**src/rtl/y86_pkg.sv**
```systemverilog
// Shared Y86-64 constants for the memory stage: instruction codes, status codes,
// FSM state encoding and the data-memory range check.
package y86_pkg;

  localparam int unsigned WORD_BYTES = 8;
  localparam int unsigned ICODE_W    = 4;
  localparam int unsigned STAT_W     = 3;
  localparam int unsigned DATA_W     = 64;

  localparam logic [ICODE_W-1:0] IHALT   = 4'h0;
  localparam logic [ICODE_W-1:0] INOP    = 4'h1;
  localparam logic [ICODE_W-1:0] IRRMOVQ = 4'h2;
  localparam logic [ICODE_W-1:0] IIRMOVQ = 4'h3;
  localparam logic [ICODE_W-1:0] IRMMOVQ = 4'h4;
  localparam logic [ICODE_W-1:0] IMRMOVQ = 4'h5;
  localparam logic [ICODE_W-1:0] IOPQ    = 4'h6;
  localparam logic [ICODE_W-1:0] IJXX    = 4'h7;
  localparam logic [ICODE_W-1:0] ICALL   = 4'h8;
  localparam logic [ICODE_W-1:0] IRET    = 4'h9;
  localparam logic [ICODE_W-1:0] IPUSHQ  = 4'hA;
  localparam logic [ICODE_W-1:0] IPOPQ   = 4'hB;

  localparam logic [STAT_W-1:0] SAOK = 3'd1;
  localparam logic [STAT_W-1:0] SHLT = 3'd2;
  localparam logic [STAT_W-1:0] SADR = 3'd3;
  localparam logic [STAT_W-1:0] SINS = 3'd4;

  typedef enum logic [1:0] {
    S_IDLE   = 2'd0,
    S_ACCESS = 2'd1,
    S_FINISH = 2'd2
  } state_t;

  // A full 8-byte word must fit; comparing against size-8 avoids addr+8 overflow.
  function automatic logic addr_in_range(input logic [DATA_W-1:0] addr,
                                         input int unsigned mem_bytes);
    return addr <= (DATA_W'(mem_bytes) - DATA_W'(WORD_BYTES));
  endfunction

endpackage

```
**src/rtl/mem_op_decode.sv**
```systemverilog
// Combinational decode of an executed instruction into its data-memory operation
// (direction, address, write data) and the status it carries before any access.
module mem_op_decode
  import y86_pkg::*;
(
  input  logic [3:0]  icode,
  input  logic [63:0] vala,
  input  logic [63:0] vale,
  input  logic [63:0] valp,
  output logic        is_mem,
  output logic        is_write,
  output logic [63:0] addr,
  output logic [63:0] wdata,
  output logic [2:0]  stat_pre
);

  always_comb begin
    is_mem   = 1'b0;
    is_write = 1'b0;
    addr     = vale;
    wdata    = vala;
    stat_pre = SAOK;
    case (icode)
      IHALT: stat_pre = SHLT;
      INOP, IRRMOVQ, IIRMOVQ, IOPQ, IJXX: stat_pre = SAOK;
      IRMMOVQ, IPUSHQ: begin
        is_mem   = 1'b1;
        is_write = 1'b1;
      end
      IMRMOVQ: is_mem = 1'b1;
      ICALL: begin
        is_mem   = 1'b1;
        is_write = 1'b1;
        wdata    = valp;
      end
      // ret and popq read from the old stack pointer
      IRET, IPOPQ: begin
        is_mem = 1'b1;
        addr   = vala;
      end
      default: stat_pre = SINS;
    endcase
  end

endmodule

```
**src/rtl/memory_stage_ctrl.sv**
```systemverilog
// Y86-64 SEQ memory stage: sequences one 64-bit data-memory access per instruction
// over a req/ack handshake and reports valm/stat with a one-cycle done pulse.
module memory_stage_ctrl
  import y86_pkg::*;
#(
  parameter int unsigned MEM_BYTES = 8192,
  parameter int unsigned TIMEOUT   = 16
) (
  input  logic        clk,
  input  logic        rst,
  input  logic        start,
  input  logic [3:0]  icode,
  input  logic [63:0] vala,
  input  logic [63:0] vale,
  input  logic [63:0] valp,
  output logic        busy,
  output logic        done,
  output logic [63:0] valm,
  output logic [2:0]  stat,
  output logic        mem_req,
  output logic        mem_we,
  output logic [63:0] mem_addr,
  output logic [63:0] mem_wdata,
  input  logic [63:0] mem_rdata,
  input  logic        mem_ack,
  input  logic        mem_err
);

  localparam int unsigned CNT_W = (TIMEOUT > 1) ? $clog2(TIMEOUT) : 1;
  localparam logic [CNT_W-1:0] CNT_LAST = CNT_W'(TIMEOUT - 1);

  state_t            state;
  logic [CNT_W-1:0]  tcnt;

  logic              dec_is_mem;
  logic              dec_is_write;
  logic [63:0]       dec_addr;
  logic [63:0]       dec_wdata;
  logic [2:0]        dec_stat;
  logic              in_range;

  mem_op_decode u_decode (
    .icode    (icode),
    .vala     (vala),
    .vale     (vale),
    .valp     (valp),
    .is_mem   (dec_is_mem),
    .is_write (dec_is_write),
    .addr     (dec_addr),
    .wdata    (dec_wdata),
    .stat_pre (dec_stat)
  );

  assign in_range = addr_in_range(dec_addr, MEM_BYTES);

  // Control FSM; done is raised on the edge that enters FINISH so it is visible there.
  always_ff @(posedge clk) begin
    if (rst) begin
      state     <= S_IDLE;
      tcnt      <= '0;
      busy      <= 1'b0;
      done      <= 1'b0;
      valm      <= '0;
      stat      <= SAOK;
      mem_req   <= 1'b0;
      mem_we    <= 1'b0;
      mem_addr  <= '0;
      mem_wdata <= '0;
    end else begin
      done <= 1'b0;
      case (state)
        S_IDLE: begin
          if (start) begin
            if (dec_is_mem && in_range) begin
              mem_req   <= 1'b1;
              mem_we    <= dec_is_write;
              mem_addr  <= dec_addr;
              mem_wdata <= dec_wdata;
              busy      <= 1'b1;
              tcnt      <= '0;
              state     <= S_ACCESS;
            end else begin
              stat  <= dec_is_mem ? SADR : dec_stat;
              done  <= 1'b1;
              state <= S_FINISH;
            end
          end
        end
        S_ACCESS: begin
          if (mem_ack) begin
            mem_req <= 1'b0;
            busy    <= 1'b0;
            done    <= 1'b1;
            state   <= S_FINISH;
            if (mem_err) begin
              stat <= SADR;
            end else begin
              stat <= SAOK;
              if (!mem_we) valm <= mem_rdata;
            end
          end else if (tcnt == CNT_LAST) begin
            // No response within the budget: treat as a bad address
            mem_req <= 1'b0;
            busy    <= 1'b0;
            done    <= 1'b1;
            stat    <= SADR;
            state   <= S_FINISH;
          end else begin
            tcnt <= tcnt + CNT_W'(1);
          end
        end
        S_FINISH: state <= S_IDLE;
        default:  state <= S_IDLE;
      endcase
    end
  end

endmodule

```
**config.mk**
```make
export PLATFORM = sky130hd
export DESIGN_NAME = memory_stage_ctrl
export DESIGN_NICKNAME = d
export VERILOG_FILES = /design/src/rtl/y86_pkg.sv /design/src/rtl/mem_op_decode.sv /design/src/rtl/memory_stage_ctrl.sv
export SDC_FILE = /design/constraint.sdc
export NUM_CORES = 1
export LEC_CHECK = 0
export CORE_AREA = 8 8 173 175
export CTS_CLUSTER_DIAMETER = 50
export DETAILED_ROUTE_END_ITERATION = 16
export DIE_AREA = 0 0 181 183
export GPL_ROUTABILITY_DRIVEN = 0
export HOLD_SLACK_MARGIN = 0.06
export PLACE_DENSITY_LB_ADDON = 0.2
export SYNTH_ARGS = -nofsm -noshare
export SYNTH_HDL_FRONTEND = slang
export SYNTH_HIERARCHICAL = 1
export SYNTH_SLANG_ARGS = --single-unit
```
**constraint.sdc**
```tcl
create_clock -name clk -period 2.7 [get_ports clk]
set_input_delay 0.54 -clock clk [delete_from_list [all_inputs] [get_ports clk]]
set_output_delay 0.54 -clock clk [all_outputs]
set_load 0.03 [all_outputs]
```
==> results of run 1 <==
==> per-layer routing <==
metal	wire length, µm	vias to the layer above	track usage	share of wire
met1	16360	4291	0.2637	0.41
met5	13	-	0	0.00033
li1	-	4424	-	-
met3	3548	78	0.07578	0.089
met2	18490	385	0.3790	0.46
met4	1347	2	0.08068	0.034
==> cells by family after synthesis <==
kind of cell             after synthesis  share of synthesized area
AO/OA/AOI/OAI                        233                     0.1321
XOR/XNOR                               2                   0.001931
adder cells (fa/ha/maj)                1                   0.001379
buffers and inverters                 86                    0.05267
flip-flops                           204                     0.4500
multiplexers                         131                     0.1875
AND/OR/NAND/NOR                      321                     0.1744
==> cell type report <==
type                            instances  area, µm²
Antenna cell                            1      2.502
Clock buffer                           33      782.0
Clock inverter                         23      245.2
Fill cell                            2348      11280
Inverter                                1      3.754
Multi-Input combinational cell        688       4748
Sequential cell                       204       4084
Tap cell                              346      432.9
Timing Repair Buffer                  555       5741
==> layout by cell type, fill, tap and decap left out, types with 10 or more instances in the layout <==
| cell | count |
|---|---|
| nand2_1 | 132 |
| clkbuf_16 | 33 |
| buf_4 | 55 |
| mux2_2 | 64 |
| clkdlybuf4s50_1 | 459 |
| buf_12 | 19 |
| a21oi_1 | 140 |
| dfxtp_1 | 204 |
| nand3_1 | 79 |
| o21ai_0 | 42 |
| and2_1 | 53 |
| mux2_4 | 65 |
| buf_6 | 10 |
| o21ai_1 | 36 |
==> power breakdown <==
part / leakage (nW) / switching, mW / total, mW / internal, mW
clock: 0.506 / 1.57 / 3.91 / 2.34
combinational: 3.64 / 0.289 / 0.868 / 0.579
sequential: 1.64 / 0.00189 / 3.02 / 3.01
total: 5.79 / 1.86 / 7.80 / 5.93
==> flip-flops by register name, summed over array words and instances, names as in the netlist <==
| register | count |
|---|---|
| done | 1 |
| mem_addr | 64 |
| mem_req | 1 |
| mem_wdata | 64 |
| mem_we | 1 |
| stat | 3 |
| state | 2 |
| tcnt | 4 |
| valm | 64 |
==> tightest hold or removal path, delay by kind of cell <==
family / cells / cell delay [ns]
compound gates: 2 / 0.11
simple gates: 1 / 0.06
buf+inv: 2 / 0.21
==> through the flow <==
stage | setup slack [ns] | hold slack (ns) | TNS (ns)
2_1_floorplan | -0.05236 | 0.4816 | -1.649
3_3_place_gp | -1.005 | 0.4405 | -136.78
3_5_place_dp | -1.019 | 0.4436 | -137.81
4_1_cts | 0.02388 | 0.3864 | 0
5_1_grt | -0.01735 | 0.4305 | -0.05483
6_report | 0.07403 | 0.4146 | 0
==> timing repair <==
item,4_1_cts,5_1_grt
resized for setup,47,35
gates cloned,5,3
pin swaps,9,15
hold endpoints to repair,0,0
setup endpoints to repair,140,86
buffers inserted,14,12
==> final timing paths <==
check	from	to
setup / recovery	icode[2]	stat[0]
hold / removal	icode[0]	mem_we
setup reg to reg	state[1]	stat[0]
hold reg to reg	valm[7]	valm[7]
==> results.sh, run 1 <==
export IMPL_whs_path_depth=5
export IMPL_dp_cells=1764
export IMPL_critical_path_arrival_ns=3.07
export IMPL_worstMarginPinSlew_ns=0.5506
export IMPL_antenna_found_initial=2
export IMPL_synth_edf_count=0
export IMPL_slowest_delay_ns=0.53
export IMPL_io_pins=464
export IMPL_clockRootBuffer="clkbuf_16"
export IMPL_die_area_um2=33120
export IMPL_io_buffers=463
export IMPL_outcome="finished clean"
export IMPL_r2r_cells=5
export IMPL_finalCritPeriodShare=0.9726
export IMPL_max_slew_margin=0.6329
export IMPL_synth_commonest_cells="dfxtp_1, a21oi_1, nand2_1, nand3_1, o21ai_0"
export IMPL_path_max_fanout=5
export IMPL_yosys_top_cells_area="dfxtp_1, mux2_4, mux2_2"
export IMPL_skew_ns=0.01657
export IMPL_syn_avg_cell_area_um2=9.279
export IMPL_path_depth=12
export IMPL_placed_area_um2=14360
export IMPL_drv_cap=0
export IMPL_grt_max_degree=65
export IMPL_syn_inst=978
export IMPL_overflow=0
export IMPL_drc=0
export IMPL_drtIter0Drc=455
export IMPL_cts_sink_count=204
export IMPL_vias_per_cell=4.959
export IMPL_crit_path_start_kind="input pin"
export IMPL_hold_viol_final=0
export IMPL_die_h_um=183
export IMPL_cts_buffers=30
export IMPL_p_per_area_nw_per_um2=486.2
export IMPL_first_global_vias=9550
export IMPL_yosysTopAreaCell="dfxtp_1"
export IMPL_ir_worst_vdd_mv=0.4296
export IMPL_fin_area_um2=16040
export IMPL_max_clock_freq_mhz=380.8
export IMPL_dp_hpwl_mm=28.61
export IMPL_htreeDepth=1
export IMPL_final_util=0.5870
export IMPL_end_kind="flop"
export IMPL_clkTransAtPathRegs_ns=0.06
export IMPL_post_drt_wl_per_cell_um=21.48
export IMPL_hp_class="input pin to flop"
export IMPL_synth_most_common_cell="dfxtp_1"
export IMPL_synth_cell_types=44
export IMPL_dr_total_vias=9180
export IMPL_cts_path_max_buffers=3
export IMPL_start_util=0.3321
export IMPL_cts_tree="yes"
export IMPL_ant_nets=0
export IMPL_first_pass_iters=5
export IMPL_wl_mm=39.76
export IMPL_area_growth_pct=76.74
export IMPL_gr_usage_all_layers=0.2247
export IMPL_power_leakage_nw=5.790
export IMPL_crit_chain="buf_6, nand3b_1, buf_6, buf_6, buf_4, mux2_2, or4_4, nor2_4, and4_4, buf_6, a31o_4, mux2_4"
export IMPL_synth_top_cell_area_share=0.4500
export IMPL_clk_latency_ns=0.56
export IMPL_synth_fp_nets=1244
export IMPL_critPathRequiredTime_ns=3.14
export IMPL_drive_gt1_frac=0.2094
export IMPL_cp_common_cell="buf_6"
export IMPL_hold_buffers=0
export IMPL_die_w_um=181
export IMPL_setup_viol=0
export IMPL_instances_no_fill=1851
export IMPL_path_class="input pin to flop"
export IMPL_grt_pass1_wl_mm=58.24
export IMPL_fin_nets=1746
export IMPL_min_period_ns=2.626
export IMPL_async_flop_share=0
export IMPL_ys_seq_elements=204
export IMPL_ys_flop_type="dfxtp_1"
export IMPL_crit_family="simple AND/OR/NAND/NOR gates"
export IMPL_slowest_stage="or4_4"
export IMPL_row_count=61
export IMPL_cp_num_buf_inv=5
export IMPL_r2r_slack_ns=0.75
export IMPL_coreArea_um2=27320
export IMPL_synth_area_um2=9075
export IMPL_p_total_mw=7.798
export IMPL_yosysWarnings=6
export IMPL_slew_viol_final=0
export IMPL_yosysSeqAreaShare=0.4500
Note: power is estimated with default switching activity, not from simulation.
==> run 2, diff against run 1 <==
==> constraint.sdc (replaced) <==
create_clock -name clk -period 2.3 [get_ports clk]
set_input_delay 0.46 -clock clk [delete_from_list [all_inputs] [get_ports clk]]
set_output_delay 0.46 -clock clk [all_outputs]
set_load 0.03 [all_outputs]
==> run 2 against run 1 <==
Net effect: the run now ends with setup timing left; highest routed layer is now met4; register-to-register slack got worse by 0.33 ns; clock skew shrank 0.0023 ns; count of clock-buffer cells in the layout rose by 1; utilization up 3.1 points; critical endpoint is now mem_addr[16].
==> results.sh, run 2 (same netlist as run 1, synthesis figures left out) <==
export IMPL_outcome="finished with violations"
export IMPL_violations="setup timing"
export IMPL_r2r_cells=6
export IMPL_dp_hpwl_mm=28.35
export IMPL_start_util=0.3321
export IMPL_fin_nets=1793
export IMPL_holdPathEnd="mem_we"
export IMPL_clockRootBuffer="clkbuf_16"
export IMPL_grt_max_degree=65
export IMPL_critical_path_arrival_ns=3.14
export IMPL_drive_gt1_frac=0.2797
export IMPL_slowest_stage="or4_4"
export IMPL_fin_area_um2=16870
export IMPL_slew_viol_final=0
export IMPL_tns_ns=-44.91
export IMPL_global_route_usage_met1=0.2555
export IMPL_final_common_cell="clkdlybuf4s50_1"
export IMPL_gr_usage_all_layers=0.2242
export IMPL_ant_nets=0
export IMPL_crit_chain="buf_6, nand3b_1, buf_6, buf_12, buf_6, buf_4, mux2_2, or4_4, nor2_4, and4_4, buf_6, a21oi_4, buf_12, clkbuf_16, and2_4"
export IMPL_row_count=61
export IMPL_die_h_um=183
export IMPL_first_global_vias=9714
export IMPL_grt_pass1_wl_mm=58.50
export IMPL_clkTransAtPathRegs_ns=0.06
export IMPL_wl_mm=40.44
export IMPL_max_slew_margin=0.5624
export IMPL_cts_path_max_buffers=3
export IMPL_critPathRequiredTime_ns=2.72
export IMPL_whs_path_depth=5
export IMPL_rr_endpoint="valm[61]"
export IMPL_cp_common_cell="buf_6"
export IMPL_fin_ws_ns=-0.4122
export IMPL_cts_buffers=28
export IMPL_min_period_ns=2.712
export IMPL_cts_sink_count=204
export IMPL_drv_cap=0
export IMPL_rsz0062_at_grt="yes"
export IMPL_power_leakage_nw=6.161
export IMPL_ir_worst_vdd_mv=0.5166
export IMPL_hp_class="input pin to flop"
export IMPL_met3_usage=0.06727
export IMPL_layout_common_cells="clkdlybuf4s50_1, dfxtp_1, nand2_1"
export IMPL_setup_viol=140
export IMPL_coreArea_um2=27320
export IMPL_reg_top3="mem_addr: 64 flops, mem_wdata: 64 flops, valm: 64 flops"
export IMPL_timing_rr_start="state[0]"
export IMPL_vias_per_cell=4.973
export IMPL_finalCritPeriodShare=1.179
export IMPL_crit_path_start_kind="input pin"
export IMPL_first_pass_iters=4
export IMPL_drc=0
export IMPL_max_clock_freq_mhz=368.7
export IMPL_path_class="input pin to flop"
export IMPL_io_buffers=463
export IMPL_slowest_delay_ns=0.50
export IMPL_p_per_area_nw_per_um2=515.4
export IMPL_grt_use_met2=0.3944
export IMPL_min_from="icode[0]"
export IMPL_die_w_um=181
export IMPL_placed_area_um2=14630
export IMPL_hold_viol_final=0
export IMPL_path_max_fanout=8
export IMPL_dr_total_vias=9424
export IMPL_area_growth_pct=85.94
export IMPL_worstMarginPinSlew_ns=0.6564
export IMPL_post_drt_wl_per_cell_um=21.34
export IMPL_antenna_found_initial=1
export IMPL_drtIter0Drc=536
export IMPL_io_pins=464
export IMPL_clk_latency_ns=0.53
export IMPL_cts_tree="yes"
export IMPL_overflow=0
export IMPL_top_usage_layer="met2"
export IMPL_die_area_um2=33120
export IMPL_r2r_slack_ns=0.42
export IMPL_htreeDepth=1
export IMPL_final_util=0.6175
export IMPL_end_kind="flop"
export IMPL_skew_ns=0.01431
## run 2: cell count changes in the layout (fill, tap and decap cells not counted), moves of 7 or more
| cell | change |
|---|---|
| nand3_2 | +14 |
| buf_16 | +7 |
| mux2_2 | -8 |
| nand3_1 | -19 |
| buf_4 | +26 |
| a21oi_2 | +11 |
| and2_4 | +46 |
| mux2_4 | +8 |
| and2_1 | -46 |
| a21oi_1 | -11 |
## run 2: cell type report
class                           instances  area, µm²
Clock inverter                         17      133.9
Fill cell                            2280      10450
Multi-Input combinational cell        688       5052
Tap cell                              346      432.9
Inverter                                1      3.754
Sequential cell                       204       4084
Antenna cell                            1      2.502
Clock buffer                           34      753.2
Timing Repair Buffer                  604       6411
## run 2: what timing repair did
action                                  4_1_cts  5_1_grt
cloned                                       12       10
buffers inserted                             21        7
endpoints found under the setup margin      140      140
pin swaps                                    75       31
gates resized for setup                     123       69
hold buffers                                  0        0
## run 2: power breakdown
part	switching [mW]	internal (mW)
Combinational	0.363	0.745
Sequential	0.00276	3.54
Clock	1.69	2.36
Total	2.05	6.65
## run 2: routing by layer
layer | routed length, µm | part of all wire
met5 | 0 | 0
met4 | 1225 | 0.030
met3 | 3159 | 0.078
met2 | 20070 | 0.50
met1 | 15990 | 0.40
## run 2: how the worst max path moves through the flow
stage / slack [ns] / from / cells after the start / endpoint
2_1_floorplan: -0.37 / icode[2] / 10 / stat[0]
3_3_place_gp: -1.38 / icode[0] / 13 / mem_wdata[60]
3_5_place_dp: -1.39 / icode[2] / 13 / mem_wdata[45]
4_1_cts: -0.38 / icode[2] / 14 / stat[0]
5_1_grt: -0.45 / icode[2] / 15 / mem_addr[16]
6_report: -0.41 / icode[2] / 15 / mem_addr[16]
## run 2: critical path, delay by kind of cell
kind,cells,cell delay [ns]
and+or+nand+nor,5,1.23
buffers and inverters,8,1.10
muxes,1,0.26
AOI/OAI and AO/OA,1,0.05
## run 2: per-stage QoR
stage                     worst slack [ns]  cells  hold WS (ns)  total power [mW]
final                              -0.4122   1895        0.3797             8.697
after global routing               -0.4508   1895        0.4024             9.023
after CTS                          -0.3821   1880        0.3717             8.782
after detailed placement            -1.391   1796        0.4427             4.590
after global placement              -1.378   1796        0.4400             4.591
after floorplan                    -0.3688    978        0.4816             3.953
==> edit 1: new RTL, settings of run 1 <==
`TIMEOUT`: 16 -> 32.
--- a/src/rtl/memory_stage_ctrl.sv
+++ b/src/rtl/memory_stage_ctrl.sv
@@ -5,5 +5,5 @@
 #(
   parameter int unsigned MEM_BYTES = 8192,
-  parameter int unsigned TIMEOUT   = 16
+  parameter int unsigned TIMEOUT   = 32
 ) (
   input  logic        clk,
Check against the original RTL: not settled (the Yosys comparison gave no result); the edit may change what the design does.
==> edit 1 against run 1 <==
The run now ends with negative setup slack left. Combinational power is essentially flat. Synthesized cell count decreased by 1.5%. Largest power group unchanged. Synthesized area shrank 2.4%. Critical path type unchanged. Wire length down 5.3%. Sequential cell count is 1 higher. Global-route usage down 1.4 points. Setup slack worse by 180 ps. Power increased by 0.21%. Design area grew 0.88%. Die area unchanged.
==> edit 1: results (changes against run 1) <==
{
  "final_layout": {
    "drive_gt1_share": {"value": 23.9, "unit": "%", "change": "was 20.9%"}
  },
  "timing": {
    "final_setup_slack_of_the_worst_path": {"value": -110, "unit": "ps", "change": "was 74.0 ps"},
    "setup_viol": {"value": 132, "change": "was 0"}
  },
  "drt": {
    "vias": {"value": 8771, "change": "was 9,180"},
    "routedLengthMet1": {"value": 14800, "unit": "um", "change": "was 16,400 um"},
    "first_iter_violations": {"value": 381, "change": "was 455"},
    "firstDrtPassIters": {"value": 4, "change": "was 5"}
  },
  "power_and_ir_drop": {
    "static-leakage-power": {"value": 5.98, "unit": "nW", "change": "was 5.79 nW"},
    "p_total": {"value": 7.81, "unit": "mW", "change": "was 7.80 mW"},
    "vdd_drop_max": {"value": 0.681, "unit": "mV", "change": "was 0.430 mV"},
    "power_sequential": {"value": 3.03, "unit": "mW", "change": "was 3.02 mW"}
  },
  "run_status": {
    "failed_checks": "negative setup slack",
    "outcome": {"value": "finished with violations", "change": "was finished, final reports clean"}
  },
  "global_route": {
    "grt_first_pass_wirelength": {"value": 54800, "unit": "um", "change": "was 58,200 um"},
    "met3_usage": {"value": 8.88, "unit": "%", "change": "was 7.58%"},
    "grt_util_all_layers": {"value": 21.1, "unit": "%", "change": "was 22.5%"},
    "antenna_found_initial": {"value": 3, "change": "was 2"},
    "first_global_vias": {"value": 9131, "change": "was 9,550"}
  },
  "placed_design": {
    "place_hpwl": {"value": 26800, "unit": "um", "change": "was 28,600 um"},
    "placed_area": {"value": 14300, "unit": "um^2", "change": "was 14,400 um^2"}
  },
  "clock_network": {
    "num_cts_buffers": {"value": 29, "change": "was 30"},
    "clock_insertion_delay_worst_skew": {"value": 530, "unit": "ps", "change": "was 560 ps"}
  },
  "critical_path": {
    "slowest_stage_cell_on_the_critical_path": {"value": "mux2_2", "change": "was or4_4"},
    "max_stage_delay": {"value": 300, "unit": "ps", "change": "was 530 ps"}
  },
  "synthesis": {
    "synth.top_cells.by_count": {"value": "289 x nand2_1, 205 x dfxtp_1, 144 x a21oi_1", "change": "was 204 x dfxtp_1, 146 x a21oi_1, 133 x nand2_1"},
    "synth_cells": {"value": 963, "change": "was 978"},
    "post_synth_main_area_contributors": {"value": "dfxtp_1 46%, nand2_1 12%, mux2_4 10%", "change": "was dfxtp_1 45%, mux2_4 10%, mux2_2 8.4%"}
  }
}
edit 1: cell families (layout without fill, tap and decap cells):
kind of cell / Yosys count / count (layout) / share of synthesized area, %
xor gates and xnor gates: 2 / 2 / 0.198
and+or+nand+nor: 403 / 403 / 20.1
other: 0 / 2 / 0
buffers and inverters: 68 / 630 / 5.03
DFF: 205 / 205 / 46.4
adders and majority gates: 2 / 2 / 0.283
muxes: 129 / 129 / 18.9
AOI/OAI and AO/OA: 154 / 154 / 9.06
edit 1: path summary, 6_finish.rpt:
check	from	to	slack, ps
worst max-delay path	icode[2]	mem_addr[0]$_SDFFE_PP0P_	-110
worst min-delay path	icode[0]	mem_we$_SDFFE_PP0P_	430
worst max register to register	tcnt[0]$_SDFFE_PP0P_	stat[1]$_SDFFE_PP0P_	610
worst min register to register	mem_wdata[39]$_SDFFE_PP0P_	mem_wdata[39]$_SDFFE_PP0P_	450
edit 1: worst reg2reg max path, stage by stage (launching register included):
cell     delay [ps]
dfxtp_1         380
ha_1            180
and3_1          160
ha_1            160
nor3_1           80
or3_1           460
a21oi_4         250
mux2i_1         240
nor2_1           50
edit 1: cell type report:
type | count | area [um^2] | share of cell area (%)
antenna | 2 | 5.00 | 0.0309
timing repair buffer | 576 | 5970 | 36.9
clock inverter | 18 | 230 | 1.42
inverter | 1 | 3.75 | 0.0232
tap | 346 | 433 | 2.68
clock buffer | 35 | 768 | 4.75
multi-input combinational | 690 | 4670 | 28.9
sequential | 205 | 4100 | 25.4
edit 1: timing repair:
action / CTS / global route
gates cloned: 10 / 4
resized for setup: 78 / 48
hold buffers: 0 / 0
buffers inserted: 19 / 6
endpoints found under the setup margin: 141 / 139
pin swaps: 23 / 31
==> edit 2: new RTL, flow settings as in run 1 <==
Made on the original files. Reset style: asynchronous (`rst`), changed in one clocked block.
--- a/src/rtl/memory_stage_ctrl.sv
+++ b/src/rtl/memory_stage_ctrl.sv
@@ -55,5 +55,5 @@
 
   // Control FSM; done is raised on the edge that enters FINISH so it is visible there.
-  always_ff @(posedge clk) begin
+  always_ff @(posedge clk or posedge rst) begin
     if (rst) begin
       state     <= S_IDLE;
Behaviour: differs if rst is asserted again (counterexample within 4 cycles, from zero or initial values and one cycle with rst high); with rst held inactive, the same outputs for 4 cycles.
==> edit 2 against run 1 <==
The run now ends with negative setup slack left. Sequential power grew 4%. Synthesized area up 5.3%. Fmax down 8.8%. Design area is 5.8% higher. Power grew 1.5%. Register-to-register slack worse by 60 ps. Setup slack worse by 250 ps. First-iteration DRC count shrank 35%. Wire length decreased by 8.7%. Sequential cell count unchanged. Critical path type unchanged. Largest power group unchanged.
==> edit 2: results (changes against run 1) <==
{
  "final_layout": {
    "relative_area_change_from_synthesis_to_final_layout": {"value": 77.6, "unit": "%", "change": "was 76.7%"},
    "number_of_fill_cells_in_the_layout": {"value": 2219, "change": "was 2,348"},
    "drive_gt1_share": {"value": 31.5, "unit": "%", "change": "was 20.9%"},
    "final_nets": {"value": 1625, "change": "was 1,746"}
  },
  "timing": {
    "skew": {"value": 9.14, "unit": "ps", "change": "was 16.6 ps"},
    "tightest_slew": {"value": 738, "unit": "ps", "change": "was 551 ps"},
    "setup_viol": {"value": 136, "change": "was 0"},
    "final_setup_slack_of_the_worst_path": {"value": -179, "unit": "ps", "change": "was 74.0 ps"}
  },
  "clock_network": {
    "num_cts_buffers": {"value": 29, "change": "was 30"},
    "clock_insertion_delay_worst_skew": {"value": 540, "unit": "ps", "change": "was 560 ps"}
  },
  "synthesis": {
    "yosys.area_share.xor_xnor": {"value": 0, "unit": "%", "change": "was 0.193%"},
    "synth_seq_area_share": {"value": 53.4, "unit": "%", "change": "was 45.0%"},
    "synth.mux.area_fraction": {"value": 25.1, "unit": "%", "change": "was 18.8%"},
    "synth_fp_nets": {"value": 1070, "change": "was 1,244"},
    "synth_async_sr_flop_share": {"value": 100, "unit": "%", "change": "was 0%"},
    "post_synth_main_area_contributors": {"value": "dfrtp_1 53%, mux2_2 16%, nand2_1 9.5%", "change": "was dfxtp_1 45%, mux2_4 10%, mux2_2 8.4%"},
    "synthesized_area_fraction_occupied_by_adder_cells": {"value": 0.131, "unit": "%", "change": "was 0.138%"},
    "post_synth_num_cell_types": {"value": 42, "change": "was 44"}
  },
  "global_route": {
    "met1_usage": {"value": 24.9, "unit": "%", "change": "was 26.4%"},
    "antenna_found_initial": {"value": 4, "change": "was 2"},
    "first_global_vias": {"value": 8921, "change": "was 9,550"},
    "grt_first_pass_wirelength": {"value": 55000, "unit": "um", "change": "was 58,200 um"},
    "grtUsageMet2": {"value": 36.7, "unit": "%", "change": "was 37.9%"}
  },
  "run_status": {
    "failed_checks": "negative setup slack",
    "outcome": {"value": "finished with violations", "change": "was finished, final reports clean"}
  },
  "min_path": {
    "min-delay-path-class": {"value": "in -> async", "change": "was in -> reg"}
  },
  "drt": {
    "vias": {"value": 8156, "change": "was 9,180"},
    "firstDrtPassIters": {"value": 6, "change": "was 5"},
    "first_iter_violations": {"value": 298, "change": "was 455"},
    "detail_route.wirelength": {"value": 36300, "unit": "um", "change": "was 39,800 um"}
  },
  "placed_design": {
    "placed_area": {"value": 15100, "unit": "um^2", "change": "was 14,400 um^2"}
  },
  "critical_path": {
    "critical_path.reg2reg.endpoint": {"value": "stat[1]$_DFFE_PP0P_", "change": "was stat[0]$_SDFFE_PP1P_"},
    "critical_path_peak_fanout": {"value": 6, "change": "was 5"},
    "data_arrival_time_of_the_worst_path": {"value": 3300, "unit": "ps", "change": "was 3070 ps"}
  },
  "power_and_ir_drop": {
    "sw_share": {"value": 23.5, "unit": "%", "change": "was 23.9%"},
    "vdd_drop_max": {"value": 0.348, "unit": "mV", "change": "was 0.430 mV"}
  }
}
-- edit 2: logic make-up after synthesis --
family / after synthesis
AND/OR/NAND/NOR: 348
flip-flops: 204
multiplexers: 193
buffers and inverters: 47
AO/OA/AOI/OAI: 11
adder cells (fa/ha/maj): 1
-- edit 2: repair_timing --
item	CTS	global route
endpoints found under the setup margin	140	140
resized for setup	78	49
gates cloned	14	3
pin swaps	31	24
buffers inserted	17	0
-- edit 2: power by group through the flow --
stage	registers, mW	logic (mW)	clock network, mW
detailed placement	3.18	1.04	0
finish	3.13	1.08	3.71
global route	3.13	1.15	3.95
floorplan	3.27	0.319	0
CTS	3.13	1.08	3.81
global placement	3.18	1.03	0
-- edit 2: final cells by class --
type	instances	share of cell area, %
repair buffers	568	35.5
flip-flops and latches	204	30.1
multi-input cells	553	26.0
clock buffers	40	4.93
well taps	346	2.55
clock inverters	14	0.767
inverters	3	0.0885
diodes	3	0.0442
-- edit 2: routing by layer --
| metal | up-vias | routed length (um) | part of all wire [%] |
|---|---|---|---|
| met1 | 3950 | 14300 | 39 |
| met5 | - | 13 | 0.036 |
| li1 | 3811 | - | - |
| met2 | 329 | 18000 | 50 |
| met4 | 2 | 927 | 2.6 |
| met3 | 64 | 3070 | 8.4 |
-- edit 2: critical path, stage by stage --
cell      delay, ps
buf_2           130
nand3b_1        220
buf_12          170
buf_4           150
mux2_2          360
nor4_4          310
nand3_2         180
nor4_4          350
buf_4           170
buf_6            90
a21boi_2         60
or2_4           260
mux2_4          300
-- edit 2: through the flow --
step                      instances  worst slack, ps  power [mW]  hold slack [ps]
after floorplan                 804             -483        3.59              503
after global placement         1643            -1160        4.21              449
after detailed placement       1643            -1230        4.22              455
after CTS                      1726             -228        8.01              304
after global routing           1731             -237        8.23              315
final                          1731             -179        7.92              312
